[src/rtl/pacman_pkg.sv]
// Shared types and constants for the Pac-Man video fetch path.
// Latency: n/a (declarations only).
// Backpressure: n/a.
//
// Contents: layer_t (pixel layer code), fetch_state_t (scheduler FSM),
// layer_mask_t (pending-layer bits), geometry constants, default ROM bases
// and a priority helper.
package pacman_pkg;

    typedef enum logic [1:0] {
        NONE   = 2'b00,
        PACMAN = 2'b01,
        DOT    = 2'b10,
        MAZE   = 2'b11
    } layer_t;

    typedef enum logic [1:0] {
        IDLE  = 2'b00,
        FETCH = 2'b01,
        WAIT  = 2'b10
    } fetch_state_t;

    // Field order matches the priority order, highest first.
    typedef struct packed {
        logic pacman;
        logic dot;
        logic maze;
    } layer_mask_t;

    localparam int unsigned MAZE_W  = 640;
    localparam int unsigned SPR_DIM = 16;
    localparam int unsigned DOT_DIM = 8;

    localparam int unsigned DEF_ADDR_W      = 19;
    localparam int unsigned DEF_MAZE_BASE   = 0;
    localparam int unsigned DEF_PACMAN_BASE = 307200;
    localparam int unsigned DEF_DOT_BASE    = 308224;

    // Highest-priority layer still pending; NONE when the mask is empty.
    function automatic layer_t top_layer(input layer_mask_t m);
        if (m.pacman) begin
            return PACMAN;
        end else if (m.dot) begin
            return DOT;
        end else if (m.maze) begin
            return MAZE;
        end
        return NONE;
    endfunction

endpackage

[src/rtl/pixel_fetch_sched_if.sv]
// Bundle between the pixel pipeline / ROM side and the fetch scheduler.
// Latency: n/a (wires only).
// Backpressure: none; pix_start is a pulse and the ROM answers in fixed time.
//
// master: drives pixel request (pix_start, coordinates, flags, sprite state)
//         and ROM read data; observes ROM strobe/address and resolved pixel.
// slave : the scheduler.
interface pixel_fetch_sched_if #(
    parameter int unsigned ADDR_W = 19
);
    logic              pix_start;
    logic [9:0]        DrawX;
    logic [9:0]        DrawY;
    logic              is_pacman;
    logic              is_dot;
    logic              is_maze;
    logic [9:0]        pacman_x;
    logic [9:0]        pacman_y;
    logic [1:0]        pacman_frame;
    logic              rom_rd;
    logic [ADDR_W-1:0] rom_addr;
    logic [1:0]        rom_data;
    logic              pix_valid;
    logic [1:0]        pix_layer;
    logic [1:0]        pix_data;
    logic              overrun;

    modport master (
        output pix_start, DrawX, DrawY, is_pacman, is_dot, is_maze,
               pacman_x, pacman_y, pacman_frame, rom_data,
        input  rom_rd, rom_addr, pix_valid, pix_layer, pix_data, overrun
    );

    modport slave (
        input  pix_start, DrawX, DrawY, is_pacman, is_dot, is_maze,
               pacman_x, pacman_y, pacman_frame, rom_data,
        output rom_rd, rom_addr, pix_valid, pix_layer, pix_data, overrun
    );

endinterface

[src/rtl/pix_addr_gen.sv]
// Candidate ROM word addresses for the maze, pacman and dot layers of a pixel.
// Latency: combinational.
// Backpressure: none.
//
// Ports: DrawX/DrawY pixel coordinates; pacman_x/pacman_y sprite top-left;
// pacman_frame animation frame; maze_addr/pacman_addr/dot_addr outputs,
// all sums truncated to ADDR_W.
module pix_addr_gen
    import pacman_pkg::*;
#(
    parameter int unsigned ADDR_W      = DEF_ADDR_W,
    parameter int unsigned MAZE_BASE   = DEF_MAZE_BASE,
    parameter int unsigned PACMAN_BASE = DEF_PACMAN_BASE,
    parameter int unsigned DOT_BASE    = DEF_DOT_BASE
) (
    input  logic [9:0]        DrawX,
    input  logic [9:0]        DrawY,
    input  logic [9:0]        pacman_x,
    input  logic [9:0]        pacman_y,
    input  logic [1:0]        pacman_frame,
    output logic [ADDR_W-1:0] maze_addr,
    output logic [ADDR_W-1:0] pacman_addr,
    output logic [ADDR_W-1:0] dot_addr
);

    localparam int SPR_BITS = $clog2(SPR_DIM);
    localparam int DOT_BITS = $clog2(DOT_DIM);
    // Row stride 640 = 512 + 128, so the multiply becomes two shifts.
    localparam int MAZE_SH_HI = $clog2(MAZE_W) - 1;
    localparam int MAZE_SH_LO = $clog2(MAZE_W - (1 << MAZE_SH_HI));

    logic [SPR_BITS-1:0] dx;
    logic [SPR_BITS-1:0] dy;

    // Offsets inside the sprite wrap modulo its size; the caller only asks
    // for the pacman layer when the pixel is actually inside the sprite.
    assign dx = SPR_BITS'(DrawX - pacman_x);
    assign dy = SPR_BITS'(DrawY - pacman_y);

    assign maze_addr = ADDR_W'(MAZE_BASE)
                     + (ADDR_W'(DrawY) << MAZE_SH_HI)
                     + (ADDR_W'(DrawY) << MAZE_SH_LO)
                     + ADDR_W'(DrawX);

    // {frame, dy, dx} == frame*256 + dy*16 + dx for a 16x16 sprite.
    assign pacman_addr = ADDR_W'(PACMAN_BASE)
                       + ADDR_W'({pacman_frame, dy, dx});

    // The dot tile repeats every 8 pixels in both directions.
    assign dot_addr = ADDR_W'(DOT_BASE)
                    + ADDR_W'({DrawY[DOT_BITS-1:0], DrawX[DOT_BITS-1:0]});

endmodule

[src/rtl/pixel_fetch_sched.sv]
// Per-pixel layer fetch scheduler: reads ROM texels in priority order
// pacman > dot > maze, falling through on transparent (00) texels.
// Latency: 1 cycle with no layer hit, else 2*fetches+1 cycles from pix_start.
// Backpressure: none; a pix_start while busy abandons the current pixel and
// sets the sticky overrun flag.
//
// Ports: Clk, Reset (synchronous, active-high); bus (slave modport):
// pixel request in, ROM strobe/address out with data one cycle later,
// resolved {pix_layer, pix_data} out with a one-cycle pix_valid pulse.
module pixel_fetch_sched
    import pacman_pkg::*;
#(
    parameter int unsigned ADDR_W      = DEF_ADDR_W,
    parameter int unsigned MAZE_BASE   = DEF_MAZE_BASE,
    parameter int unsigned PACMAN_BASE = DEF_PACMAN_BASE,
    parameter int unsigned DOT_BASE    = DEF_DOT_BASE
) (
    input  logic               Clk,
    input  logic               Reset,
    pixel_fetch_sched_if.slave bus
);

    fetch_state_t      state, state_nxt;
    layer_mask_t       mask, mask_nxt, req_mask, work_mask;
    logic [ADDR_W-1:0] gen_maze, gen_pac, gen_dot;
    logic [ADDR_W-1:0] maze_q, pac_q, dot_q;
    logic [ADDR_W-1:0] maze_nxt, pac_nxt, dot_nxt;
    logic [ADDR_W-1:0] work_maze, work_pac, work_dot;
    logic [ADDR_W-1:0] fetch_addr;
    layer_t            pick;
    layer_t            cur_layer, cur_layer_nxt;
    logic              go_fetch;

    logic              rom_rd_q, rom_rd_nxt;
    logic [ADDR_W-1:0] rom_addr_q, rom_addr_nxt;
    logic              pix_valid_q, pix_valid_nxt;
    layer_t            pix_layer_q, pix_layer_nxt;
    logic [1:0]        pix_data_q, pix_data_nxt;
    logic              overrun_q, overrun_nxt;

    pix_addr_gen #(
        .ADDR_W      (ADDR_W),
        .MAZE_BASE   (MAZE_BASE),
        .PACMAN_BASE (PACMAN_BASE),
        .DOT_BASE    (DOT_BASE)
    ) u_addr_gen (
        .DrawX        (bus.DrawX),
        .DrawY        (bus.DrawY),
        .pacman_x     (bus.pacman_x),
        .pacman_y     (bus.pacman_y),
        .pacman_frame (bus.pacman_frame),
        .maze_addr    (gen_maze),
        .pacman_addr  (gen_pac),
        .dot_addr     (gen_dot)
    );

    assign req_mask = {bus.is_pacman, bus.is_dot, bus.is_maze};

    // FETCH is the cycle in which rom_rd is high. Because rom_rd/rom_addr
    // are registered, the read is set up (address chosen, mask bit cleared)
    // on the transition into FETCH, not while sitting in it.
    always_comb begin
        state_nxt     = state;
        mask_nxt      = mask;
        maze_nxt      = maze_q;
        pac_nxt       = pac_q;
        dot_nxt       = dot_q;
        cur_layer_nxt = cur_layer;
        rom_rd_nxt    = 1'b0;
        rom_addr_nxt  = rom_addr_q;
        pix_valid_nxt = 1'b0;
        pix_layer_nxt = pix_layer_q;
        pix_data_nxt  = pix_data_q;
        overrun_nxt   = overrun_q;
        work_mask     = mask;
        work_maze     = maze_q;
        work_pac      = pac_q;
        work_dot      = dot_q;
        go_fetch      = 1'b0;
        pick          = NONE;
        fetch_addr    = '0;

        if (bus.pix_start) begin
            // A new pixel always wins; any read still in flight is
            // dropped and its data is never sampled.
            if (state != IDLE) begin
                overrun_nxt = 1'b1;
            end
            work_mask = req_mask;
            work_maze = gen_maze;
            work_pac  = gen_pac;
            work_dot  = gen_dot;
            mask_nxt  = req_mask;
            maze_nxt  = gen_maze;
            pac_nxt   = gen_pac;
            dot_nxt   = gen_dot;
            if (req_mask == '0) begin
                state_nxt     = IDLE;
                pix_valid_nxt = 1'b1;
                pix_layer_nxt = NONE;
                pix_data_nxt  = 2'b00;
            end else begin
                go_fetch = 1'b1;
            end
        end else begin
            case (state)
                IDLE: begin
                    state_nxt = IDLE;
                end
                FETCH: begin
                    state_nxt = WAIT;
                end
                WAIT: begin
                    // Opaque texel, or nothing left underneath: resolve
                    // with whatever was just read (00 if all transparent).
                    if ((bus.rom_data != 2'b00) || (mask == '0)) begin
                        state_nxt     = IDLE;
                        pix_valid_nxt = 1'b1;
                        pix_layer_nxt = cur_layer;
                        pix_data_nxt  = bus.rom_data;
                    end else begin
                        go_fetch = 1'b1;
                    end
                end
                default: begin
                    state_nxt = IDLE;
                end
            endcase
        end

        pick = top_layer(work_mask);
        case (pick)
            PACMAN:  fetch_addr = work_pac;
            DOT:     fetch_addr = work_dot;
            MAZE:    fetch_addr = work_maze;
            default: fetch_addr = work_maze;
        endcase

        if (go_fetch) begin
            state_nxt     = FETCH;
            rom_rd_nxt    = 1'b1;
            rom_addr_nxt  = fetch_addr;
            cur_layer_nxt = pick;
            mask_nxt      = work_mask;
            case (pick)
                PACMAN:  mask_nxt.pacman = 1'b0;
                DOT:     mask_nxt.dot    = 1'b0;
                MAZE:    mask_nxt.maze   = 1'b0;
                default: mask_nxt        = work_mask;
            endcase
        end
    end

    always_ff @(posedge Clk) begin
        if (Reset) begin
            state       <= IDLE;
            mask        <= '0;
            maze_q      <= '0;
            pac_q       <= '0;
            dot_q       <= '0;
            cur_layer   <= NONE;
            rom_rd_q    <= 1'b0;
            rom_addr_q  <= '0;
            pix_valid_q <= 1'b0;
            pix_layer_q <= NONE;
            pix_data_q  <= 2'b00;
            overrun_q   <= 1'b0;
        end else begin
            state       <= state_nxt;
            mask        <= mask_nxt;
            maze_q      <= maze_nxt;
            pac_q       <= pac_nxt;
            dot_q       <= dot_nxt;
            cur_layer   <= cur_layer_nxt;
            rom_rd_q    <= rom_rd_nxt;
            rom_addr_q  <= rom_addr_nxt;
            pix_valid_q <= pix_valid_nxt;
            pix_layer_q <= pix_layer_nxt;
            pix_data_q  <= pix_data_nxt;
            overrun_q   <= overrun_nxt;
        end
    end

    assign bus.rom_rd    = rom_rd_q;
    assign bus.rom_addr  = rom_addr_q;
    assign bus.pix_valid = pix_valid_q;
    assign bus.pix_layer = pix_layer_q;
    assign bus.pix_data  = pix_data_q;
    assign bus.overrun   = overrun_q;

endmodule

[src/flat_wrapper.sv]
// flat-port wrapper written by rule: the top's interface ports become plain ports
module pixel_fetch_sched_flat import pacman_pkg::*;
#(
    parameter int unsigned ADDR_W      = DEF_ADDR_W,
    parameter int unsigned MAZE_BASE   = DEF_MAZE_BASE,
    parameter int unsigned PACMAN_BASE = DEF_PACMAN_BASE,
    parameter int unsigned DOT_BASE    = DEF_DOT_BASE
)
  (Clk, Reset, bus_pix_start, bus_DrawX, bus_DrawY, bus_is_pacman, bus_is_dot, bus_is_maze, bus_pacman_x, bus_pacman_y, bus_pacman_frame, bus_rom_data, bus_rom_rd, bus_rom_addr, bus_pix_valid, bus_pix_layer, bus_pix_data, bus_overrun);
  pixel_fetch_sched_if #(.ADDR_W(ADDR_W)) bus_i ();
  input  logic Clk;
  input  logic Reset;
  input wire logic [$bits(bus_i.pix_start)-1:0] bus_pix_start;
  input wire logic [$bits(bus_i.DrawX)-1:0] bus_DrawX;
  input wire logic [$bits(bus_i.DrawY)-1:0] bus_DrawY;
  input wire logic [$bits(bus_i.is_pacman)-1:0] bus_is_pacman;
  input wire logic [$bits(bus_i.is_dot)-1:0] bus_is_dot;
  input wire logic [$bits(bus_i.is_maze)-1:0] bus_is_maze;
  input wire logic [$bits(bus_i.pacman_x)-1:0] bus_pacman_x;
  input wire logic [$bits(bus_i.pacman_y)-1:0] bus_pacman_y;
  input wire logic [$bits(bus_i.pacman_frame)-1:0] bus_pacman_frame;
  input wire logic [$bits(bus_i.rom_data)-1:0] bus_rom_data;
  output wire logic [$bits(bus_i.rom_rd)-1:0] bus_rom_rd;
  output wire logic [$bits(bus_i.rom_addr)-1:0] bus_rom_addr;
  output wire logic [$bits(bus_i.pix_valid)-1:0] bus_pix_valid;
  output wire logic [$bits(bus_i.pix_layer)-1:0] bus_pix_layer;
  output wire logic [$bits(bus_i.pix_data)-1:0] bus_pix_data;
  output wire logic [$bits(bus_i.overrun)-1:0] bus_overrun;
  assign bus_i.pix_start = bus_pix_start;
  assign bus_i.DrawX = bus_DrawX;
  assign bus_i.DrawY = bus_DrawY;
  assign bus_i.is_pacman = bus_is_pacman;
  assign bus_i.is_dot = bus_is_dot;
  assign bus_i.is_maze = bus_is_maze;
  assign bus_i.pacman_x = bus_pacman_x;
  assign bus_i.pacman_y = bus_pacman_y;
  assign bus_i.pacman_frame = bus_pacman_frame;
  assign bus_i.rom_data = bus_rom_data;
  assign bus_rom_rd = bus_i.rom_rd;
  assign bus_rom_addr = bus_i.rom_addr;
  assign bus_pix_valid = bus_i.pix_valid;
  assign bus_pix_layer = bus_i.pix_layer;
  assign bus_pix_data = bus_i.pix_data;
  assign bus_overrun = bus_i.overrun;
  pixel_fetch_sched #(.ADDR_W(ADDR_W), .MAZE_BASE(MAZE_BASE), .PACMAN_BASE(PACMAN_BASE), .DOT_BASE(DOT_BASE)) u_core (.Clk(Clk), .Reset(Reset), .bus(bus_i));
endmodule
[config.mk]
export PLATFORM = sky130hd
export DESIGN_NAME = pixel_fetch_sched_flat
export DESIGN_NICKNAME = d
export VERILOG_FILES = /design/src/rtl/pacman_pkg.sv /design/src/rtl/pixel_fetch_sched_if.sv /design/src/rtl/pix_addr_gen.sv /design/src/rtl/pixel_fetch_sched.sv /design/src/flat_wrapper.sv
export SDC_FILE = /design/constraint.sdc
export NUM_CORES = 1
export LEC_CHECK = 0
export ABC_AREA = 1
export CAP_MARGIN = 20
export CORE_UTILIZATION = 35
export DETAILED_ROUTE_END_ITERATION = 16
export GPL_ROUTABILITY_DRIVEN = 0
export MAX_ROUTING_LAYER = met4
export PLACE_DENSITY_LB_ADDON = 0.1
export RECOVER_POWER = 100
export SYNTH_ARGS = -nofsm -noshare
export SYNTH_HDL_FRONTEND = slang
export SYNTH_HIERARCHICAL = 1
export SYNTH_SLANG_ARGS = --single-unit
[constraint.sdc]
create_clock -name Clk -period 6.4 [get_ports Clk]
set_clock_uncertainty 0.2 [all_clocks]
set_input_delay 1.28 -clock Clk [delete_from_list [all_inputs] [get_ports Clk]]
set_output_delay 1.28 -clock Clk [all_outputs]
set_load 0.03 [all_outputs]
==> Yosys cells after proc, flatten, opt, wreduce, memory -nomap -nowiden <==
Cells that the tools add are included.
{ "op_classes": {"n_addsub": 6, "eq_ne": 9, "mux": 36, "reduce_logical": 12} }
{ "ops": {"columns": ["op", "n"], "rows": [
  ["19-bit 2-to-1 mux", 3],
  ["19-bit one-hot mux with 2 select lines", 1],
  ["2-bit 2-to-1 mux", 13],
  ["19-bit by 10-bit adder with 19-bit output", 1],
  ["19-bit by 10-bit adder with 19-bit output, first input constant", 1],
  ["19-bit by 17-bit adder with 19-bit output", 1],
  ["19-bit by 6-bit adder with 19-bit output, first input constant", 1],
  ["1-bit 2-to-1 mux", 16],
  ["2-bit nonzero test", 4],
  ["4-bit subtractor", 2],
  ["2-bit equality test, second input constant", 3],
  ["3-bit zero test", 2],
  ["3-bit 2-to-1 mux", 2],
  ["2-bit AND reduction", 3],
  ["2-bit by 1-bit equality test with 1-bit output, second input constant", 2],
  ["4-bit by 2-bit inequality test with 1-bit output, second input constant", 1],
  ["2-bit one-hot mux with 2 select lines", 1],
  ["3-bit by 1-bit inequality test with 1-bit output, second input constant", 1],
  ["3-bit by 2-bit inequality test with 1-bit output, second input constant", 1],
  ["3-bit AND reduction", 1],
  ["2-bit by 1-bit inequality test with 1-bit output, second input constant", 1],
  ["2-bit OR reduction", 1],
  ["1-bit logical OR", 1]
]} }
{ "word_totals": {"register_bits": 90} }

==> Longest topological paths before layout <==
{ "depth": {"ltp_word": 8, "ltp_mapped": 18, "mapped_depth_nobuf": 18} }

==> By module <==
The synthesis kept the hierarchy.
{ "by_module_without_submodules": {"columns": ["module", "instances", "cells_per_inst", "area_each_um2", "seq_area_each_um2"], "rows": [
  ["pixel_fetch_sched", 1, 558, 3901.2, 1801.7],
  ["pix_addr_gen", 1, 185, 1213.7, 0.0]
]} }

==> Worst setup path after synthesis <==
Ideal clock, no wire load.
{ "synth_path": {"path_kind": "input to register", "start": "in bus_DrawX[9]", "end": "reg u_core.rom_addr_q[16] (netlist: u_core/bus.rom_addr[16])", "setup_ps": 113, "arrival_ps": 3093, "slack_ps": 2994, "cell_stages": 16, "n_path_buf": 0, "path_cell_list": "inv_1 -> fa_1 -> inv_1 -> fa_1 -> nand2_1 -> nand3_1 -> nand3_1 -> nand2_1 -> nand2_1 -> nand2_1 -> nand2_1 -> nand2_1 -> nand3_1 -> nand3_1 -> nand2_1 -> nand2_1"} }
{ "synth_via": {"elab_chain_cells": 3} }
{ "synth_rtl": {"columns": ["element", "line", "rtl"], "rows": [
  ["start, declared", "flat_wrapper.sv:14", "input wire logic [$bits(bus_i.DrawX)-1:0] bus_DrawX;"],
  ["19-bit by 10-bit adder with 19-bit output", "pix_addr_gen.sv:43", "+ ADDR_W'(DrawX);"],
  ["net u_core.gen_maze[16]", "pixel_fetch_sched.sv:25", "logic [ADDR_W-1:0] gen_maze, gen_pac, gen_dot;"],
  ["19-bit 2-to-1 mux", "pixel_fetch_sched.sv:83", "if (bus.pix_start) begin"],
  ["19-bit one-hot mux with 2 select lines", "pixel_fetch_sched.sv:132", "case (pick)"],
  ["end signal, assigned", "pixel_fetch_sched.sv:176", "rom_addr_q <= rom_addr_nxt;"],
  ["end, declared", "pixel_fetch_sched.sv:35", "logic [ADDR_W-1:0] rom_addr_q, rom_addr_nxt;"]
]} }
The timed path passes the listed nets, and every way through them passes these cells.
A chain may end at the register's enable or synchronous reset.

==> Final worst setup path <==
{ "layout_path": {"start": "in bus_pix_start", "end": "reg u_core/mask[2] (netlist name)"} }
{ "layout_via": {"elab_chain_cells": 8, "word_cells_on_any_way": 11} }
{ "layout_rtl": {"columns": ["element", "line", "rtl"], "rows": [
  ["start, declared", "flat_wrapper.sv:13", "input wire logic [$bits(bus_i.pix_start)-1:0] bus_pix_start;"],
  ["3-bit 2-to-1 mux", "pixel_fetch_sched.sv:83", null],
  ["1-bit 2-to-1 mux", "pacman_pkg.sv:45", "end else if (m.maze) begin"],
  ["1-bit 2-to-1 mux", "pacman_pkg.sv:43", "end else if (m.dot) begin"],
  ["1-bit 2-to-1 mux", "pacman_pkg.sv:41", "if (m.pacman) begin"],
  ["2-bit 2-to-1 mux", "pacman_pkg.sv:48", "return NONE;"],
  ["2-bit by 1-bit equality test with 1-bit output", "pixel_fetch_sched.sv:145", "case (pick)"],
  ["1-bit 2-to-1 mux", "pixel_fetch_sched.sv:145", null],
  ["3-bit 2-to-1 mux *", "pixel_fetch_sched.sv:139", "if (go_fetch) begin"],
  ["end signal, assigned", "pixel_fetch_sched.sv:170", "mask <= mask_nxt;"],
  ["end, declared", "pixel_fetch_sched.sv:24", "layer_mask_t mask, mask_nxt, req_mask, work_mask;"]
]} }
Mark *: on every way between the ends. The rest lies on a longest branch, timed or not.

==> impl_metrics.tcl <==
set metrics [dict create \
    via_per_inst 4.64 \
    ys_types 30 \
    endpoint_kind "flip-flop" \
    tightestPinTransition_ns 1.49 \
    peakVddDrop_v 0.000123 \
    power_density_mw_per_mm2 251 \
    rsz0062_at_grt "no" \
    synth_top_area_cell "dfxtp_1" \
    cts-buffers-inserted 9 \
    drt_iter0_markers 268 \
    cts_tree "built" \
    cp_max_fo 67 \
    routed_wl_um 11800 \
    path_class "input port to flip-flop" \
    path_clk_slew_ns 0.06 \
    yosys.area.top_type_share_pct 35.2 \
    max_freq_mhz 236 \
    clock-sinks 90 \
    syn-cell-area_mm2 0.00511 \
    synth_cells 743 \
    ctsHoldBuffers 0 \
    die_h_um 123 \
    cp_num_cells 9 \
    cts_max_path_buffers 2 \
    io_pins 76 \
    dieArea_mm2 0.0151 \
    crit_required_ns 6.47 \
    ant_nets 0 \
    p_total_mw 1.46 \
    post_cts_resized 0 \
    maxSlewViolCount 0 \
    port_buffers 63 \
    setup_ws_ns 2.16 \
    firstDrtPassIters 7 \
    root_buffer "clkbuf_16" \
    setup_tns_ns 0 \
    track_usage_pct 17.1 \
    grt_pass1_wl_um 19700 \
    yosysWarnings 6 \
    gr-total-overflow 0 \
    syn2layout_area_growth_pct 14.1 \
    power_leakage_nw 2.96 \
    violations "capacitance limit" \
    die_x_um 123 \
    vias 4425 \
    crit_buf_inv 4 \
    crit_top_cell "nor2_1" \
    critical-path-top-delay-family "simple AND/OR/NAND/NOR gates" \
    initial_core_util_pct 36.4 \
    fin_crit_ns 4.24 \
    grt_start_max_net_pins 68 \
    post_cts_buffers 0 \
    crit_arrival_ns 4.31 \
    dpl_worst_slack_ns 2.11 \
    ctsHtreeMaxLevel 3 \
    rows 43 \
    placed_cell_area_mm2 0.00554 \
    period_share_pct 66.3 \
    synth_area_leaders "dfxtp_1, nand2_1, buf_4, nand3_1, a21oi_1" \
    drv_cap 1 \
    coreArea_mm2 0.0140 \
    hold_class "flip-flop to flip-flop" \
    worst_path_largest_cell_delay_ns 1.11 \
    hpwl_um 7830 \
    drive_gt1_share_pct 4.14 \
    reg2reg_depth 8 \
    cp-start-kind "input port" \
    ys_seq_elements 90 \
    path_cells "buf_2 > buf_4 > inv_4 > o21ai_0 > nand2_4 > nor2_1 > nor2_1 > inv_1 > nor2_1" \
    nets 847 \
    setup_viol 0 \
    finalHoldViolCount 0 \
    hold-path-cell-count 2 \
    slowest_stage "nor2_1" \
    grt_pass1_vias 4169 \
    insertion_delay_ns 0.34 \
    diodes 0 \
    drc 0 \
    maxSlewHeadroom_pct 0.365 \
    final_area_mm2 0.00583 \
    avgSynthCellArea_um2 6.88 \
    yosysSeqAreaShare_pct 35.2 \
    outcome "complete, but fails checks" \
    wl_per_cell_um 12.4 \
    antenna_found_initial 0 \
]
cells in the final DEF, fill, tap and decap left out, types with 3 or more instances in the layout:
cell type,Yosys,routed
buf_4,52,3
a21oi_1,70,70
ha_1,25,25
nand2_1,312,313
xnor2_1,5,5
xor2_1,6,6
nand3_1,72,73
clkbuf_16,0,9
nand2_2,5,4
o21ai_0,4,5
clkbuf_8,0,3
nor2_1,17,19
dfxtp_1,90,90
dlygate4sd3_1,0,29
conb_1,2,22
inv_1,39,39
clkdlybuf4s50_1,0,32
nand4_1,4,4
fa_1,4,4
flip-flops by register name, summed over array words and instances, names as in the netlist:
signal	cells
u_core/pac_q	19
u_core/bus.pix_valid	1
u_core/maze_q	19
u_core/bus.rom_rd	1
u_core/dot_q	19
u_core/bus.overrun	1
u_core/bus.pix_layer	2
u_core/cur_layer	2
u_core/bus.pix_data	2
u_core/mask	3
u_core/bus.rom_addr	19
u_core/state	2
logic make-up after synthesis:
logic type / Yosys count / share of synthesized area (%)
compound gates: 75 / 7.41
xor+xnor: 11 / 1.88
fa+ha+maj: 29 / 7.68
buf+inv: 113 / 13.1
flops: 90 / 35.2
other cells: 2 / 0.147
simple gates: 423 / 34.5
report_power, final:
part	switching (mW)	internal, mW
clock	0.221	0.336
sequential	0.0102	0.595
combinational	0.189	0.111
stage by stage:
| step | utilization (%) | cells | hold slack, ns |
|---|---|---|---|
| floorplan | - | 763 | 0.219 |
| global placement | 39.5 | 937 | 0.231 |
| detailed placement | 39.5 | 937 | 0.233 |
| CTS | 41.7 | 953 | 0.248 |
| global route | 41.5 | 953 | 0.258 |
| finish | 41.5 | 953 | 0.240 |
tightest hold or removal path: cells and delay by family (launching register included):
family | cells | cell delay [ns]
flip-flops | 1 | 0.32
AND/OR/NAND/NOR | 2 | 0.09
final timing paths:
kind                                        startpoint                      to  slack, ns
worst max-delay path                     bus_pix_start          u_core/mask[2]       2.16
worst min-delay path            u_core/bus.rom_addr[2]  u_core/bus.rom_addr[2]       0.24
worst max register to register         u_core/state[0]          u_core/mask[2]       3.99
worst min register to register  u_core/bus.rom_addr[2]  u_core/bus.rom_addr[2]       0.24
final cells by class:
type                    instances  area, um2
flip-flops and latches         90       1800
multi-input cells             560       2690
clock buffers                  13        270
fillers                      1465       8210
clock inverters                 3       46.3
repair buffers                 66        643
inverters                      41        156
well taps                     180        225
cell usage after synthesis:
library cell  instances
a21oi_1              70
buf_1                 6
buf_2                 9
buf_4                52
buf_6                 5
conb_1                2
dfxtp_1              90
fa_1                  4
ha_1                 25
inv_1                39
inv_2                 1
inv_4                 1
nand2_1             312
nand2_2               5
nand2_4               1
nand3_1              72
nand3_2               2
nand3b_1              2
nand4_1               4
nor2_1               17
nor2_2                1
nor2_4                2
nor3_1                1
nor3_4                1
o21ai_0               4
o21ai_2               1
or2_1                 1
or2_2                 2
xnor2_1               5
xor2_1                6
layer usage:
metal	wire length [um]	up-vias	track usage (%)
met4	115	0	5.41
met5	0	-	-
met1	5860	1981	21.9
met3	457	11	3.04
li1	-	2354	-
met2	5340	79	27.4
(Power assumes the default switching activity.)
